==> src/rtl/fifo_write_arbiter.sv <==
// -----------------------------------------------------------------------------
// fifo_write_arbiter
//
// Write side of an asynchronous FIFO shared by two packet requesters
// (requester 0 = I2C master RX, requester 1 = I2C slave RX). A small FSM
// grants the FIFO to one requester for an entire packet. Grants alternate
// round-robin when both requesters ask at the same time. Words of the owning
// requester are written straight into the FIFO memory. The block keeps the
// binary and Gray write pointers and the registered full flag.
//
// Parameters
//   addr_size  : FIFO address width, depth = 2**addr_size words (>= 2)
//   data_width : word width
//
// Ports
//   clock_i                 : single clock, rising edge
//   reset_i                 : synchronous active-high reset
//   req0_valid_i/data/last  : requester 0 word, end-of-packet marker
//   req0_ready_o            : requester 0 word accepted when valid & ready
//   req1_*                  : same for requester 1
//   read_to_write_pointer_i : Gray read pointer, already synchronized
//   write_enable_o          : FIFO memory write strobe (combinational)
//   write_address_o         : FIFO memory write address
//   write_data_o            : FIFO memory write data
//   write_pointer_o         : registered Gray write pointer
//   full_o                  : registered full flag
// -----------------------------------------------------------------------------
module fifo_write_arbiter #(
  parameter int addr_size  = 3,
  parameter int data_width = 8
) (
  input  logic                  clock_i,
  input  logic                  reset_i,
  input  logic                  req0_valid_i,
  input  logic [data_width-1:0] req0_data_i,
  input  logic                  req0_last_i,
  output logic                  req0_ready_o,
  input  logic                  req1_valid_i,
  input  logic [data_width-1:0] req1_data_i,
  input  logic                  req1_last_i,
  output logic                  req1_ready_o,
  input  logic [addr_size:0]    read_to_write_pointer_i,
  output logic                  write_enable_o,
  output logic [addr_size-1:0]  write_address_o,
  output logic [data_width-1:0] write_data_o,
  output logic [addr_size:0]    write_pointer_o,
  output logic                  full_o
);

  typedef enum logic [1:0] {
    IDLE = 2'd0,
    OWN0 = 2'd1,
    OWN1 = 2'd2
  } state_t;

  // The FIFO is full when the write Gray pointer equals the read Gray pointer
  // with its two most significant bits inverted.
  localparam logic [addr_size:0] full_mask_c = {2'b11, {(addr_size-1){1'b0}}};

  state_t                state_r;
  state_t                next_state_s;
  logic                  last_served_r;
  logic                  last_served_next_s;
  logic [addr_size:0]    wbin_r;
  logic [addr_size:0]    wbin_next_s;
  logic [addr_size:0]    gray_next_s;
  logic [addr_size:0]    wptr_r;
  logic                  full_r;
  logic                  accept0_s;
  logic                  accept1_s;
  logic                  accept_s;

  function automatic logic [addr_size:0] bin2gray(input logic [addr_size:0] bin);
    return bin ^ (bin >> 1);
  endfunction

  // Ready is only ever offered by the owner, and is suppressed during reset
  // so that a reset cycle can never produce a write.
  assign req0_ready_o = (state_r == OWN0) & ~full_r & ~reset_i;
  assign req1_ready_o = (state_r == OWN1) & ~full_r & ~reset_i;
  assign accept0_s    = req0_valid_i & req0_ready_o;
  assign accept1_s    = req1_valid_i & req1_ready_o;
  assign accept_s     = accept0_s | accept1_s;

  assign write_enable_o  = accept_s;
  assign write_address_o = wbin_r[addr_size-1:0];
  // Data is only meaningful on accept; otherwise requester 0 data is shown.
  assign write_data_o    = accept1_s ? req1_data_i : req0_data_i;
  assign write_pointer_o = wptr_r;
  assign full_o          = full_r;

  assign wbin_next_s = wbin_r + {{addr_size{1'b0}}, accept_s};
  assign gray_next_s = bin2gray(wbin_next_s);

  // Next-state logic: packet-level ownership with round-robin tie break.
  always_comb begin
    next_state_s       = state_r;
    last_served_next_s = last_served_r;
    case (state_r)
      IDLE: begin
        // A tie goes to requester 0 only when requester 1 was served last.
        if (req0_valid_i && (!req1_valid_i || last_served_r)) begin
          next_state_s = OWN0;
        end else if (req1_valid_i) begin
          next_state_s = OWN1;
        end else begin
          next_state_s = IDLE;
        end
      end
      OWN0: begin
        // Ownership is released only by the last word, never by valid dropping.
        if (accept0_s && req0_last_i) begin
          next_state_s       = IDLE;
          last_served_next_s = 1'b0;
        end else begin
          next_state_s = OWN0;
        end
      end
      OWN1: begin
        if (accept1_s && req1_last_i) begin
          next_state_s       = IDLE;
          last_served_next_s = 1'b1;
        end else begin
          next_state_s = OWN1;
        end
      end
      default: begin
        next_state_s = IDLE;
      end
    endcase
  end

  // State, pointer and full-flag registers; reset wins over any accept.
  always_ff @(posedge clock_i) begin
    if (reset_i) begin
      state_r       <= IDLE;
      last_served_r <= 1'b1;
      wbin_r        <= '0;
      wptr_r        <= '0;
      full_r        <= 1'b0;
    end else begin
      state_r       <= next_state_s;
      last_served_r <= last_served_next_s;
      wbin_r        <= wbin_next_s;
      wptr_r        <= gray_next_s;
      full_r        <= (gray_next_s == (read_to_write_pointer_i ^ full_mask_c));
    end
  end

endmodule

==> config.mk <==
export PLATFORM = sky130hd
export DESIGN_NAME = fifo_write_arbiter
export DESIGN_NICKNAME = d
export VERILOG_FILES = /design/src/rtl/fifo_write_arbiter.sv
export SDC_FILE = /design/constraint.sdc
export NUM_CORES = 1
export LEC_CHECK = 0
export ABC_AREA = 1
export CORE_MARGIN = 1.5
export CORE_UTILIZATION = 25
export DETAILED_ROUTE_END_ITERATION = 6
export PLACE_DENSITY = 0.65
export SLEW_MARGIN = 30
export SYNTH_ARGS = -nofsm -noshare
export SYNTH_HDL_FRONTEND = slang
export SYNTH_SLANG_ARGS = --single-unit
==> constraint.sdc <==
create_clock -name clock_i -period 3.3 [get_ports clock_i]
set_clock_uncertainty 0.15 [all_clocks]
set_input_delay 0.66 -clock clock_i [delete_from_list [all_inputs] [get_ports clock_i]]
set_output_delay 0.66 -clock clock_i [all_outputs]
set_load 0.02 [all_outputs]
# Word level (Yosys, flattened, before mapping)

Index checks and enable logic that the tools add are counted.
W data, S select, Z words.

Flip-flop bits (word level): 12
Output and inout port bits: 19

$add $sub $neg: 1
Equal/unequal tests: 5
Muxes and demuxes: 9
Bitwise operators: 11
Reductions and logical operators: 8

Operator list:

| operator             | number |
|---|---|
| $mux W8              | 1 |
| $and A1 B1 Y1        | 6 |
| $mux W2              | 3 |
| $pmux W2 S3          | 1 |
| $add A4 B1 Y4        | 1 |
| $eq A4 B4 Y1         | 1 |
| $ne A2 B1 Y1 const B | 2 |
| $xor A4 B3 Y4        | 1 |
| $logic_and A1 B1 Y1  | 3 |
| $mux W1              | 3 |
| $reduce_and A3 Y1    | 1 |
| $eq A2 B1 Y1 const B | 1 |
| $eq A2 B2 Y1 const B | 1 |
| $logic_not A2 Y1     | 1 |
| $not A1 Y1           | 2 |
| $not A2 Y2           | 1 |
| $pmux W1 S2          | 1 |
| $reduce_bool A2 Y1   | 1 |
| $logic_not A1 Y1     | 1 |
| $logic_or A1 B1 Y1   | 1 |
| $or A1 B1 Y1         | 1 |

# Longest topological paths before layout

Gate-level depths: netlist of run 1.

Depth after elaboration: 8
Mapped depth: 15

# Least setup slack after synthesis of run 1

Ideal clock, no wire load.

Path kind: input to register
Start point: input reset_i
End point: register full_r (netlist: full_o)
Data arrival time: 2.616 ns
Cell stages on the path: 12
Data required time: 3.040 ns
Slack: 0.423 ns
Path through: buf_2 nor3b_1 nand2_1 nand2_1 ha_1 ha_1 inv_1 nand3_1 a21oi_1 nor2_1 nand2_1 nor2_1

Word-level cells in the longest chain between the ends: 7
Elaborated cells on any way between the ends: 9
Classes of those cells: add/sub (1); eq/ne (1); bitwise (7)

RTL lines:

| item                 | line | text |
|---|---|---|
| from (decl)          | 33   | `input logic reset_i,` |
| $not A1 Y1           | 79   | `assign req0_ready_o = (state_r == OWN0) & ~full_r & ~reset_i;` |
| $and A1 B1 Y1        | 79   |  |
| net req0_ready_o     | 37   | `output logic req0_ready_o,` |
| $and A1 B1 Y1        | 81   | `assign accept0_s = req0_valid_i & req0_ready_o;` |
| $or A1 B1 Y1         | 83   | `assign accept_s = accept0_s \| accept1_s;` |
| net write_enable_o   | 43   | `output logic write_enable_o,` |
| $add A4 B1 Y4        | 92   | `assign wbin_next_s = wbin_r + {{addr_size{1'b0}}, accept_s};` |
| net wbin_next_s[1]   | 65   | `logic [addr_size:0] wbin_next_s;` |
| $xor A4 B3 Y4        | 74   | `return bin ^ (bin >> 1);` |
| $eq A4 B4 Y1         | 146  | `full_r <= (gray_next_s == (read_to_write_pointer_i ^ full_mask_c));` |
| to (signal assigned) | 146  |  |
| to (decl)            | 68   | `logic full_r;` |

The timed path passes the listed nets, and every way through them passes these cells.
A chain may end at the register's enable or synchronous reset.

# Worst setup path after layout of run 1

Start point: input reset_i
End point: output write_data_o[5]

Word-level cells in the longest chain between the ends: 4

RTL lines:

| item          | line | text |
|---|---|---|
| $not A1 Y1    | 80   | `assign req1_ready_o = (state_r == OWN1) & ~full_r & ~reset_i;` |
| $and A1 B1 Y1 | 80   |  |
| $and A1 B1 Y1 | 82   | `assign accept1_s = req1_valid_i & req1_ready_o;` |
| $mux W8       | 88   | `assign write_data_o = accept1_s ? req1_data_i : req0_data_i;` |
| to (decl)     | 45   | `output logic [data_width-1:0] write_data_o,` |

Every way passes these cells.

==> impl_metrics.yaml, run 1 <==
status:
  status: "completed"
sta:
  setup_violations_final: 0
  post-route-min-period_ns: 3.14
  timing.fmax_mhz: 318
  drv_slew: 0
  fin_crit_sh: 0.952
  relSlewSlack: 0.828
  final-hold-violation-count: 0
  grt_setup_unrepaired: "false"
  worst_slew_pin_slew_ns: 0.258
  setup_slack_ns: 0.159
  timing.hold.ws_ns: 0.324
  final.setup.tns_ns: 0
floorplanning:
  die_area_mm2: 0.00325
  design.core.area_mm2: 0.00276
  initial_core_util: 0.265
  rows: 19
  die-height_um: 57.0
  die_width_um: 57.0
  io_pins: 45
min_path:
  min_path_type: "flop to flop"
  timing.hold.worst.start: "last_served_r"
clocking:
  clock_insertion_delay_worst_skew_ns: 0.27
  clock_tree.buffer_depth: 2
  cts_buffers: 3
  post_cts_resize_count: 0
  post_cts.repair.setup_buffers: 0
  cts_hold_buffers: 0
  tritoncts: "done"
  ctsRootBufferMaster: "clkbuf_4"
  cts_sink_cnt: 11
  h-tree-depth: 1
  clk_pin_slew_worst_paths_ns: 0.07
worst_setup_path:
  crit_path_max_incr_delay_ns: 0.60
  timing.critical_path.mode_cell: "clkdlybuf4s50_1"
  worstSetupStartpoint: "reset_i"
  r2r_path_start: "state_r[0]"
  timing.setup.critical_path_class: "input pin to primary output"
  setup.worst_path.start_class: "input pin"
  timing.critical_path.fanout_max: 9
  crit_arrival_ns: 2.33
  worstPathRequired_ns: 2.49
  timing.critical_path.max_delay_family: "buffers and inverters"
  critPathSlowestCell: "clkdlybuf4s50_1"
  end_kind: "primary output"
  cp_num_buf_inv: 2
  crit_chain: "clkdlybuf4s50_1 -> nor3b_4 -> nand2_4 -> mux2_2 -> clkdlybuf4s50_1"
grt:
  grt-ovfl-total: 0
  grt_overall_usage: 0.134
  global_route_wire_length_before_repair_um: 3440
  grt_pass1_vias: 799
  grt_antenna_before_repair: 0
  largest_net_degree_at_the_start_of_global_routing: 11
synthesis:
  synth_ff_type: "dfxtp_1"
  synth_area_leader_cell: "dfxtp_1"
  ys_top_cells_by_count: "nand2_1, inv_1, dfxtp_1, nor2_1, nand3_1"
  async_sr_flop_fraction: 0
  mappedNetlistArea_um2: 729
  synth.most_common_cell: "nand2_1"
  avgSynthCellArea_um2: 7.37
  ys_types: 17
  synth_seq_area_share: 0.302
  synth_compound_area_frac: 0.0274
  synthesis.yosys.warnings: 0
  post_synth_mux_area_share: 0.123
  synthDominantCellAreaShare: 0.302
  synthesized_area_fraction_occupied_by_adder_cells: 0.103
  largest_family_of_logic_cells_by_synthesized_area: "simple AND/OR/NAND/NOR gates"
  postSynthRegisterBits: 11
  synth_edf_count: 0
  postSynthNetCount: 131
  netlist_instances: 99
  synthSimpleGateAreaFrac: 0.370
  synth_xor_area_frac: 0
  netlist_top_cells_area: "dfxtp_1, mux2_2, nand2_1"
cells_and_area:
  sequential_cell_area_um2: 220
  final_net_count: 180
  multi_input_comb_area_um2: 455
  n_antenna_cell: 0
  areaGrowthSynthToFinish_pct: 70.0
  final.fill_count: 282
  final_layout_size_suffix_gt1_frac: 0.109
  fin_cells: 178
drt:
  final_antenna_violating_net_count: 0
  route.final.wire_length_um: 2030
  first_iter_violations: 14
  remaining_routing_drc_violations: 0
  detail_route.vias_per_cell: 4.61
  firstDrtPassIters: 4
  routed-via-count: 821
  routed_wire_length_per_instance_um: 11.4
flow_run:
  maxCapViolations: 0
power:
  sw_frac_of_total: 0.289
  cellPowerDensity_mw_per_mm2: 295
  power_frac_comb: 0.354
  max-vdd-ir-drop_uv: 185
  p_seq_frac: 0.402
  finalPower_uw: 366
  lkg_pwr_nw: 0.573
  clock_power_share: 0.244
  power.net_switching_uw: 106
  internal_power_uw: 260
place:
  io_buffer_count: 44
  gp_congestion: 0.739
  detailedPlace.worstSlack_ns: 0.0816
  place_inst: 174
  hpwlAfterDp_um: 1700
==> worst min-delay path, stage by stage, from the launching register on <==
cell     delay [ns]
dfxtp_1        0.33
nand2_1        0.06
nand3_1        0.06
==> cells in the final DEF, fill, tap and decap left out <==
| master | instances |
|---|---|
| a21oi_1 | 3 |
| and3_1 | 1 |
| buf_4 | 1 |
| clkbuf_1 | 1 |
| clkbuf_4 | 3 |
| clkdlybuf4s50_1 | 43 |
| dfxtp_1 | 11 |
| dlymetal6s2s_1 | 1 |
| ha_1 | 6 |
| inv_1 | 13 |
| mux2_2 | 8 |
| nand2_1 | 24 |
| nand2_4 | 1 |
| nand3_1 | 10 |
| nand3b_1 | 1 |
| nand4_1 | 4 |
| nor2_1 | 11 |
| nor3b_1 | 1 |
| nor3b_4 | 1 |
| o21ai_0 | 1 |
| or2_2 | 2 |
==> cell families after synthesis <==
kind of cell,Yosys count
flops,11
fa+ha+maj,6
mux,8
buf+inv,14
compound gates,4
simple gates,56
==> state kept, by name, summed over array words and instances, names as in the netlist <==
name	flops
last_served_r	1
wbin_r	4
state_r	2
full_o	1
write_pointer_o	3
==> power by group through the flow <==
stage	Combinational (mW)	Sequential [mW]	Clock, mW
after floorplan	0.0625	0.153	0
after global placement	0.127	0.150	0
after detailed placement	0.130	0.150	0
after CTS	0.130	0.147	0.0919
after global routing	0.142	0.148	0.100
final	0.130	0.147	0.0894
==> stage by stage <==
stage | cell area [µm²] | utilization
2_1_floorplan | 729 | -
3_3_place_gp | 1210 | 0.439
3_5_place_dp | 1210 | 0.439
4_1_cts | 1240 | 0.449
5_1_grt | 1240 | 0.450
6_report | 1240 | 0.450
==> layout make-up <==
cell class              count  area share
clock buffers               4      0.0212
inverters                  13      0.0394
multi-input cells          74       0.367
flip-flops and latches     11       0.178
well taps                  31      0.0313
repair buffers             45       0.363
==> worst paths after layout <==
check	to	slack, ns	cells past startpoint
worst min-delay path	last_served_r	0.32	2
worst max-delay path	write_data_o[5]	0.16	5
worst min register to register	last_served_r	0.32	2
worst max register to register	full_o	0.86	15
==> routing by layer <==
layer / vias up / track usage / routed length [µm]
met5: - / 0 / 0
met4: 0 / 0.0598 / 31
met3: 4 / 0.0385 / 227
met2: 43 / 0.248 / 1010
met1: 356 / 0.140 / 760
li1: 418 / - / -
No activity file was read; power rests on OpenSTA's default activity.
==> run 2: changes to the inputs <==
--- a/config.mk
+++ b/config.mk
@@ -6,6 +6,7 @@
 export NUM_CORES = 1
 export LEC_CHECK = 0
 export ABC_AREA = 1
+export CAP_MARGIN = 20
 export CORE_MARGIN = 1.5
 export CORE_UTILIZATION = 25
 export DETAILED_ROUTE_END_ITERATION = 6
==> results of run 2 <==
The final DEF is identical to that of run 1; final timing and power are the same.
